--- config.mk ---
export PLATFORM = sky130hd
export DESIGN_NAME = multicycle_ctrl
export DESIGN_NICKNAME = d
export VERILOG_FILES = /design/src/rtl/ctrl_pkg.sv /design/src/rtl/multicycle_ctrl_sat_counter.sv /design/src/rtl/multicycle_ctrl.sv
export SDC_FILE = /design/constraint.sdc
export NUM_CORES = 1
export LEC_CHECK = 0
export BUFFER_PORTS_ARGS = -buffer_cell sky130_fd_sc_hd__buf_2
export CAP_MARGIN = 0
export CORE_MARGIN = 2
export CORE_UTILIZATION = 40
export CTS_BUF_LIST = sky130_fd_sc_hd__clkbuf_2
export DETAILED_ROUTE_END_ITERATION = 7
export SKIP_CTS_REPAIR_TIMING = 1
export SLEW_MARGIN = 25
export SYNTH_ARGS = -nofsm -noshare
export SYNTH_HDL_FRONTEND = slang
export SYNTH_HIERARCHICAL = 1
export SYNTH_SLANG_ARGS = --single-unit
--- constraint.sdc ---
create_clock -name i_clk -period 3.3 [get_ports i_clk]
set_input_delay 0.495 -clock i_clk [delete_from_list [all_inputs] [get_ports i_clk]]
set_output_delay 0.495 -clock i_clk [all_outputs]
set_load 0.02 [all_outputs]
--- src/rtl/ctrl_pkg.sv ---
// Shared encodings for the multicycle control FSM: states, instruction
// class and memory sub-op codes, ALU-op classes and PC source select.
package ctrl_pkg;

  typedef enum logic [2:0] {
    StIdle   = 3'd0,
    StFetch  = 3'd1,
    StDecode = 3'd2,
    StExec   = 3'd3,
    StMem    = 3'd4,
    StWb     = 3'd5,
    StHalt   = 3'd6,
    StError  = 3'd7
  } ctrl_state_e;

  // instr[8:7] instruction class
  localparam logic [1:0] ClsR   = 2'b00;
  localparam logic [1:0] ClsI   = 2'b01;
  localparam logic [1:0] ClsBr  = 2'b10;
  localparam logic [1:0] ClsSys = 2'b11;

  // instr[6:5] sub-op for the system class
  localparam logic [1:0] SubLoad  = 2'b00;
  localparam logic [1:0] SubStore = 2'b01;
  localparam logic [1:0] SubHalt  = 2'b10;
  localparam logic [1:0] SubNop   = 2'b11;

  // ALU-op class handed to the ALU decoder
  localparam logic [1:0] AluR    = 2'b00;
  localparam logic [1:0] AluI    = 2'b01;
  localparam logic [1:0] AluBr   = 2'b10;
  localparam logic [1:0] AluPass = 2'b11;

  // PC source select
  localparam logic PcSrcSeq = 1'b0;
  localparam logic PcSrcTgt = 1'b1;

endpackage

--- src/rtl/multicycle_ctrl_sat_counter.sv ---
// Saturating up-counter with synchronous clear; clear wins over increment.
module sat_counter #(
  parameter int unsigned W = 16
) (
  input  logic         i_clk,
  input  logic         i_reset,
  input  logic         i_clr,
  input  logic         i_inc,
  output logic [W-1:0] o_count
);

  logic [W-1:0] r_count;

  // Count up on i_inc, hold at all-ones instead of wrapping.
  always_ff @(posedge i_clk or posedge i_reset) begin
    if (i_reset) begin
      r_count <= '0;
    end else if (i_clr) begin
      r_count <= '0;
    end else if (i_inc && (r_count != '1)) begin
      r_count <= r_count + 1'b1;
    end
  end

  assign o_count = r_count;

endmodule

--- src/rtl/multicycle_ctrl.sv ---
// Multicycle control FSM: sequences fetch/decode/execute/memory/writeback,
// runs the data-memory req/ack handshake with a timeout, and keeps
// saturating busy-cycle and retired-instruction counters.
module multicycle_ctrl
  import ctrl_pkg::*;
#(
  parameter int unsigned CNT_W       = 16,
  parameter int unsigned ACK_TIMEOUT = 64
) (
  input  logic             i_clk,
  input  logic             i_reset,
  input  logic             i_start,
  input  logic [8:0]       i_instr,
  input  logic             i_zero,
  input  logic             i_mem_ack,
  output logic [1:0]       o_alu_op,
  output logic             o_pc_we,
  output logic             o_pc_src,
  output logic             o_ir_we,
  output logic             o_reg_we,
  output logic             o_wb_sel,
  output logic             o_mem_req,
  output logic             o_mem_we,
  output logic             o_busy,
  output logic             o_done,
  output logic             o_err,
  output logic [CNT_W-1:0] o_cycle_count,
  output logic [CNT_W-1:0] o_retired_count
);

  localparam int unsigned WaitW = (ACK_TIMEOUT > 1) ? $clog2(ACK_TIMEOUT + 1) : 1;

  ctrl_state_e      r_state;
  logic [WaitW-1:0] r_wait;

  logic [1:0] w_cls;
  logic [1:0] w_sub;
  logic       w_is_sys;
  logic       w_is_halt;
  logic       w_is_nop;
  logic       w_is_load;
  logic       w_taken;
  logic       w_timeout;
  logic       w_start_clr;
  logic       w_retire;

  assign w_cls     = i_instr[8:7];
  assign w_sub     = i_instr[6:5];
  assign w_is_sys  = (w_cls == ClsSys);
  assign w_is_halt = w_is_sys && (w_sub == SubHalt);
  assign w_is_nop  = w_is_sys && (w_sub == SubNop);
  assign w_is_load = w_is_sys && (w_sub == SubLoad);
  // instr[6] = 1 is an unconditional jump, otherwise beq on zero
  assign w_taken   = i_instr[6] | i_zero;
  // Limit reached on this MEM cycle; ACK_TIMEOUT = 0 disables the check
  assign w_timeout = (ACK_TIMEOUT != 0) && ((32'(r_wait) + 32'd1) == ACK_TIMEOUT);

  // State register and MEM wait counter.
  always_ff @(posedge i_clk or posedge i_reset) begin
    if (i_reset) begin
      r_state <= StIdle;
      r_wait  <= '0;
    end else begin
      unique case (r_state)
        StIdle:   if (i_start) r_state <= StFetch;
        StFetch:  r_state <= StDecode;
        StDecode: begin
          if (w_is_halt)     r_state <= StHalt;
          else if (w_is_nop) r_state <= StFetch;
          else               r_state <= StExec;
        end
        StExec: begin
          r_wait <= '0;
          unique case (w_cls)
            ClsBr:   r_state <= StFetch;
            ClsSys:  r_state <= StMem;
            default: r_state <= StWb;
          endcase
        end
        StMem: begin
          // ack wins over a timeout landing in the same cycle
          if (i_mem_ack)      r_state <= w_is_load ? StWb : StFetch;
          else if (w_timeout) r_state <= StError;
          else                r_wait  <= r_wait + 1'b1;
        end
        StWb:    r_state <= StFetch;
        StHalt:  if (i_start) r_state <= StFetch;
        StError: r_state <= StError;
        default: r_state <= StError;
      endcase
    end
  end

  // Output decode from state and IR; pc_src/pc_we also see zero and mem_ack.
  always_comb begin
    o_alu_op  = AluPass;
    o_pc_we   = 1'b0;
    o_pc_src  = PcSrcSeq;
    o_ir_we   = 1'b0;
    o_reg_we  = 1'b0;
    o_wb_sel  = 1'b0;
    o_mem_req = 1'b0;
    o_mem_we  = 1'b0;
    o_busy    = 1'b0;
    o_done    = 1'b0;
    o_err     = 1'b0;
    unique case (r_state)
      StFetch: begin
        o_busy  = 1'b1;
        o_ir_we = 1'b1;
      end
      StDecode: begin
        o_busy  = 1'b1;
        o_pc_we = w_is_nop;
      end
      StExec: begin
        o_busy = 1'b1;
        if (!w_is_sys) o_alu_op = w_cls;
        if (w_cls == ClsBr) begin
          o_pc_we  = 1'b1;
          o_pc_src = w_taken ? PcSrcTgt : PcSrcSeq;
        end
      end
      StMem: begin
        o_busy    = 1'b1;
        o_mem_req = 1'b1;
        o_mem_we  = (w_sub == SubStore);
        o_pc_we   = i_mem_ack && !w_is_load;
      end
      StWb: begin
        o_busy   = 1'b1;
        o_reg_we = 1'b1;
        o_pc_we  = 1'b1;
        o_wb_sel = w_is_load;
      end
      StHalt:  o_done = 1'b1;
      StError: o_err  = 1'b1;
      default: ;
    endcase
  end

  assign w_start_clr = i_start && ((r_state == StIdle) || (r_state == StHalt));
  assign w_retire    = o_pc_we || ((r_state == StDecode) && w_is_halt);

  sat_counter #(.W(CNT_W)) u_cycle_cnt (
    .i_clk   (i_clk),
    .i_reset (i_reset),
    .i_clr   (w_start_clr),
    .i_inc   (o_busy),
    .o_count (o_cycle_count)
  );

  sat_counter #(.W(CNT_W)) u_retired_cnt (
    .i_clk   (i_clk),
    .i_reset (i_reset),
    .i_clr   (w_start_clr),
    .i_inc   (w_retire),
    .o_count (o_retired_count)
  );

endmodule
==> run metrics, run 1 <==
H-tree depth=2; PD cells=571 mW/mm²; worst path cell trace=nand2b_1 > or4b_1 > nand3_1 > nand3_1 > or4_4 > or4_1 > a21oi_1; EDFF count, synth=0; minimum clock period=roughly 2.8 ns; initial DRC count=189; Post-Syn Instances=302; vias in the first global route=between 2000 and 2500; Vias=2502; Worst Max-Slew Pin Slew=between 0.7 and 0.8 ns; gr usage total=18.2%; status=complete, no violations; largest cells by area after synthesis=dfrtp_1, a21oi_1, nand2_1, or4_1, nand3_1; WP data required=3.65 ns; ys flop type=dfrtp_1; antenna fix cells=0; nets@finish=368; post-DP HPWL=roughly 4.5 mm; first-pass GRT wire length=roughly 11 mm; Worst EP arrival=3.14 ns; chip width=85.7 µm; pin count of the biggest net entering global routing=39; post-DR vias/cell=5.83; Syn Nets=319; Die Ht=~86 µm; FFs w/ async S/R, synth=100%; Max Fclk=0.358 GHz; cts bufs inserted=5; Sink Count=42; worst skew pair latency=0.39 ns; num ports=58; commonest non-fill, non-tap cell in the layout=buf_2; synth unique cells=51; Synth warnings=6; initial antenna violation count=0; Placed Cells=between 400 and 500; Post-DRT Antenna Nets=0; peak fanout along the critical path=16; RSZ-0062 raised after global routing=false; most frequent cells in the layout=buf_2, dfrtp_1, a21oi_1; max-cap violation count=0; Core Region=0.00642 mm²; area grow syn2layout=13.2%; setup_tns=0 ns; num rows=29; top-area cell type share of the netlist area=39.3%; worst setup path class=flop to flop; drt pass-1 iters=6; DRC errors left=0; Leak=1.32 nW; Avg WL per Cell=14.6 µm; GP Congestion=between 0.8 and 0.9; Starting Density=about two fifths; relative slew slack=51.4%; Total Routed Length=around 6.3 mm; TritonCTS clock tree=done; Hold Path Class=input port to async pin; register area share after synthesis=39.3%; Clk pin slew, worst setup/hold paths=0.23 ns; #FFs+latches synth=42; most repeated library cell on the critical path=nand3_1; total gr overflow=0; final worst-path cycle share=84.7%; Mapped Area=0.00267 mm²; Post-Layout Cell Count=429; Syn Area/Cell=~9 µm²; R2R depth=7; CTS root buffer=clkbuf_2; Final Hold Viols=0; Bufs on Longest Clock Path=2; Worst Setup End Kind=flop; Tot Pwr=1.73 mW; final setup fails=0; delay of the slowest critical-path stage=around 0.65 ns; CP startpoint kind=flop; port buffer count=52; layout cells sized above 1=a little under a quarter; dominant cell type by area after synthesis=dfrtp_1; final setup skew=0.0164 ns; Final Max Tran Viols=0; slowest cell on the critical path=dfrtp_1; Die ar.=between 0.007 and 0.008 mm²; Max IR drop VDD=0.000368 V
[state kept, by name, summed over array words and instances, names as in the netlist]
signal / count
r_wait: 7
u_cycle_cnt/o_count: 16
r_state: 3
u_retired_cnt/o_count: 16
[critical path, delay by kind of cell (launching register included)]
| kind | cells | cell delay (ns) |
|---|---|---|
| compound gates | 1 | 0.15 |
| flops | 1 | 0.65 |
| simple gates | 6 | 1.97 |
[cells in the mapped netlist (all sizes together) (8+ instances only)]
| cell | number |
|---|---|
| o21ai | 12 |
| nand4 | 11 |
| dfrtp | 42 |
| inv | 11 |
| nor2b | 8 |
| o31ai | 11 |
| clkbuf | 8 |
| or3 | 14 |
| nand2 | 25 |
| nand3 | 17 |
| or4 | 17 |
| nand2b | 9 |
| nor2 | 12 |
| nor3 | 15 |
| a21oi | 27 |
[routing by layer]
layer  vias up  routed length (µm)  GRT usage [%]
met2        46                2940           27.9
met3         2                 209           3.18
li1       1254                   -              -
met5         -                   0              0
met1      1200                3090           26.7
met4         0                  30           4.76
[layout make-up]
class | count | area [µm²]
Timing Repair Buffer | 55 | 283
Sequential cell | 42 | 1050
Clock buffer | 6 | 30.0
Clock inverter | 2 | 8.76
Tap cell | 77 | 96.3
Fill cell | 642 | 3400
Multi-Input combinational cell | 236 | 1520
Inverter | 11 | 41.3
[metrics by stage]
stage               util, %  hold WS, ns  worst slack, ns  area, µm²
floorplan                 -        0.335            0.465       2670
global placement       46.5        0.480            0.534       2990
detailed placement     46.5        0.485            0.526       2990
CTS                    47.1       0.0656            0.488       3030
global route           47.1       0.0537            0.265       3030
finish                 47.1       0.0747            0.505       3030
[path summary, 6_finish.rpt]
path	from	to	slack, ns
max reg2reg	r_state[1]	u_retired_cnt/o_count[13]	0.50
min	i_reset	r_wait[2]	0.07
min in group i_clk	i_instr[5]	r_state[2]	0.41
max in group asynchronous	i_reset	u_cycle_cnt/o_count[10]	2.71
max	r_state[1]	u_retired_cnt/o_count[13]	0.50
min reg2reg	r_wait[6]	r_wait[6]	0.53
[power breakdown]
group          internal (mW)  total [mW]  switching, mW
Sequential             0.595       0.739          0.144
Clock                 0.0523       0.224          0.172
Combinational          0.292       0.764          0.472
Total                  0.939        1.73          0.789
[cell families after synthesis]
| logic type | after synthesis | share of synthesized area (%) |
|---|---|---|
| buffers and inverters | 24 | 4.17 |
| AND/OR/NAND/NOR | 151 | 34.0 |
| AO/OA/AOI/OAI | 70 | 16.4 |
| flip-flops | 42 | 39.3 |
| adder cells (fa/ha/maj) | 3 | 1.40 |
| multiplexers | 12 | 4.73 |
No activity file was read; power rests on OpenSTA's default activity.
==> run 2, diff against run 1 <==
--- a/config.mk
+++ b/config.mk
@@ -5,6 +5,7 @@
 export SDC_FILE = /design/constraint.sdc
 export NUM_CORES = 1
 export LEC_CHECK = 0
+export ABC_AREA = 1
 export BUFFER_PORTS_ARGS = -buffer_cell sky130_fd_sc_hd__buf_2
 export CAP_MARGIN = 0
 export CORE_MARGIN = 2
==> constraint.sdc (replaced) <==
create_clock -name i_clk -period 2.2 [get_ports i_clk]
set_input_delay 0.33 -clock i_clk [delete_from_list [all_inputs] [get_ports i_clk]]
set_output_delay 0.33 -clock i_clk [all_outputs]
set_load 0.02 [all_outputs]
==> run metrics, run 2 <==
status=complete, no violations; R2R depth=11 (+4); Avg WL per Cell=12.1 µm (-17%); worst setup path class=flop to primary output; synth unique cells=32 (-37%); Die Ht=91.0 µm (+6.2%); gr usage total=18.5% (+0.29 points); Placed Cells=610 (+45%); Clk pin slew, worst setup/hold paths=0.21 ns (-0.02 ns); slowest cell on the critical path=dfrtp_1; relative slew slack=56.3% (+4.9 points); CP top delay family=buffers and inverters; FFs w/ async S/R, synth=100% (unchanged); critical register-to-register path startpoint=r_state[1]; placed standard-cell area=0.00341 mm² (+14%); combined area of the multi-input logic cells=0.00172 mm² (+14%); dominant cell type by area after synthesis=dfrtp_1; Final Hold Viols=0 (unchanged); drt pass-1 iters=4 (-2); most frequent cells in the layout=nand2_1, nor2_1, buf_2; Worst Max-Slew Pin Slew=0.655 ns (-0.0638 ns); layout cells sized above 1=18.7% (-4.6 points); Fillers=795 (+24%); Max Fclk=0.484 GHz; Total Routed Length=7.52 mm (+20%); vias in the first global route=2756 (+22%); Hold EP=r_state[1]; Core Region=0.00729 mm² (+14%); post-DP HPWL=5.65 mm (+26%); Sink Count=42 (unchanged); worst path cell trace=nand2_2 > nor2_2 > inv_1 > buf_6 > nand4_1 > buf_4 > buf_2; highest metal used=met4; Final Max Tran Viols=0 (unchanged); cts bufs inserted=5 (unchanged); Reg-to-Reg End=u_retired_cnt/o_count[11]; Worst Setup End Kind=primary output; RSZ-0062 raised after global routing=false; DRC errors left=0 (unchanged); peak fanout along the critical path=10 (-6); setup slack at placement=0.276 ns (-0.250 ns); antenna fix cells=0 (unchanged); final worst-path cycle share=approximately 94%; EDFF count, synth=0 (unchanged); initial antenna violation count=0 (unchanged); PD cells=782 mW/mm² (+37%); WP buf/inv=4 (+4); worst skew pair latency=0.40 ns (about the same); Leak=1.93 nW (+47%); num rows=31 (+6.9%); largest cells by area after synthesis=dfrtp_1, nand2_1, nand3_1, nor2_1, inv_1; WP data required=1.87 ns (-1.78 ns); #FFs+latches synth=42 (unchanged); final setup fails=0 (unchanged); Post-Layout Cell Count=619 (+44%); TritonCTS clock tree=done; Syn Nets=478 (+50%); nets@finish=537 (+46%); ys flop type=dfrtp_1; hold_sp=i_start; delay of the slowest critical-path stage=0.48 ns (-0.17 ns); post-DR vias/cell=4.92 (-16%); reg-to-reg setup timing slack=0.26 ns (-0.24 ns); cell with the most instances after synthesis=nand2_1; CTS root buffer=clkbuf_2; initial DRC count=144 (-24%); Post-DRT Antenna Nets=0 (unchanged); register area share after synthesis=34.7% (-4.6 points); total gr overflow=0 (unchanged); Worst EP arrival=1.74 ns (-1.40 ns); GP Congestion=0.865 (-2.0%); Final Worst Setup Slack=0.135 ns (-0.370 ns); Register Area=0.00105 mm² (unchanged); DR WL met2=3.67 mm (+25%); max-cap violation count=0 (unchanged); Synth warnings=6 (unchanged); design area=0.00348 mm² (+15%); Hold Path Class=input port to flop; WHS Path Cells=4; Tot Pwr=2.72 mW (+57%); port buffer count=52 (unchanged); commonest non-fill, non-tap cell in the layout=nand2_1; Metal-1 WL=3.51 mm (+14%); Die ar.=0.00829 mm² (+13%); Mapped Area=0.00303 mm² (+13%); CP startpoint kind=flop; Vias=3048 (+22%); Bufs on Longest Clock Path=2 (unchanged); final setup skew=0.0110 ns (-0.00538 ns); num ports=58 (unchanged); Post-Syn Instances=461 (+53%); setup_tns=0 ns (unchanged); Max IR drop VDD=0.000346 V (-5.8%); first-pass GRT wire length=12.8 mm (+16%); routed wl met3=265 µm (+27%); Starting Density=41.6% (-0.055 points); chip width=91.0 µm (+6.2%); WP depth=7 (unchanged); H-tree depth=2 (unchanged); minimum clock period=about 2.1 ns; area grow syn2layout=14.8%; top-area cell type share of the netlist area=34.7% (-4.6 points); pin count of the biggest net entering global routing=17 (-56%); Post-synth top cells=nand2_1, nor2_1, inv_1; Syn Area/Cell=6.57 µm² (-26%)
[run 2: cell types whose count changed in the layout (fill, tap and decap cells not counted), sizes merged, moves of 10 or more]
cell / delta
or4: -17
nand4: +15
a21oi: -22
or3: -14
nand2: +152
nor3: -10
inv: +43
o31ai: -11
nand3: +30
nor2: +56
[run 2: where the power goes]
part | total [mW] | internal (mW) | switching [mW]
Combinational | 1.40 | 0.449 | 0.949
Clock | 0.321 | 0.0690 | 0.252
Sequential | 1.00 | 0.866 | 0.134
[run 2: metrics by stage]
stage / hold slack, ns / util, %
after floorplan: 0.170 / -
after global placement: 0.370 / 46.7
after detailed placement: 0.379 / 46.7
after CTS: -0.112 / 47.2
after global routing: 0.167 / 47.7
final: 0.213 / 47.7
[run 2: area by class of cell]
type                    instances  area share, %
clock inverters                 2          0.288
well taps                      99           3.56
clock buffers                   5          0.719
inverters                      56           6.11
repair buffers                 61           9.67
multi-input cells             354           49.4
flip-flops and latches         42           30.2
[run 2: per-layer routing]
metal | global-route usage (%) | vias up
met5 | 0 | -
met4 | 5.30 | 0
met3 | 2.99 | 7
met2 | 30.8 | 65
met1 | 24.9 | 1392
li1 | - | 1584
[run 2: worst register-to-register path: stages (launching register included)]
cell and delay [ns]:
dfrtp_1 0.48, inv_1 0.11, nand2_2 0.07, nor2_4 0.16
buf_4 0.15, nand3_1 0.10, nand4_1 0.13, inv_1 0.11
nor2_4 0.20, buf_4 0.20, nand4_1 0.10, nand2_1 0.09
[run 2: worst max-delay path by stage]
| stage | startpoint | end | slack (ns) |
|---|---|---|---|
| global route | r_state[0] | o_busy | 0.0004 |
| finish | r_state[1] | o_busy | 0.13 |
| detailed placement | r_state[0] | u_retired_cnt/o_count[11] | 0.28 |
| CTS | r_state[1] | o_busy | 0.03 |
| global placement | r_state[0] | u_retired_cnt/o_count[7] | 0.28 |
| floorplan | r_state[0] | u_cycle_cnt/o_count[11] | 0.34 |
[run 2: logic make-up (layout without fill, tap and decap cells)]
logic type | Yosys count | after routing | synth area share [%]
AND/OR/NAND/NOR | 328 | 328 | 49.9
adder cells (fa/ha/maj) | 3 | 3 | 1.24
flip-flops | 42 | 42 | 34.7
AO/OA/AOI/OAI | 15 | 15 | 2.85
buffers and inverters | 65 | 124 | 9.04
XOR/XNOR | 8 | 8 | 2.31
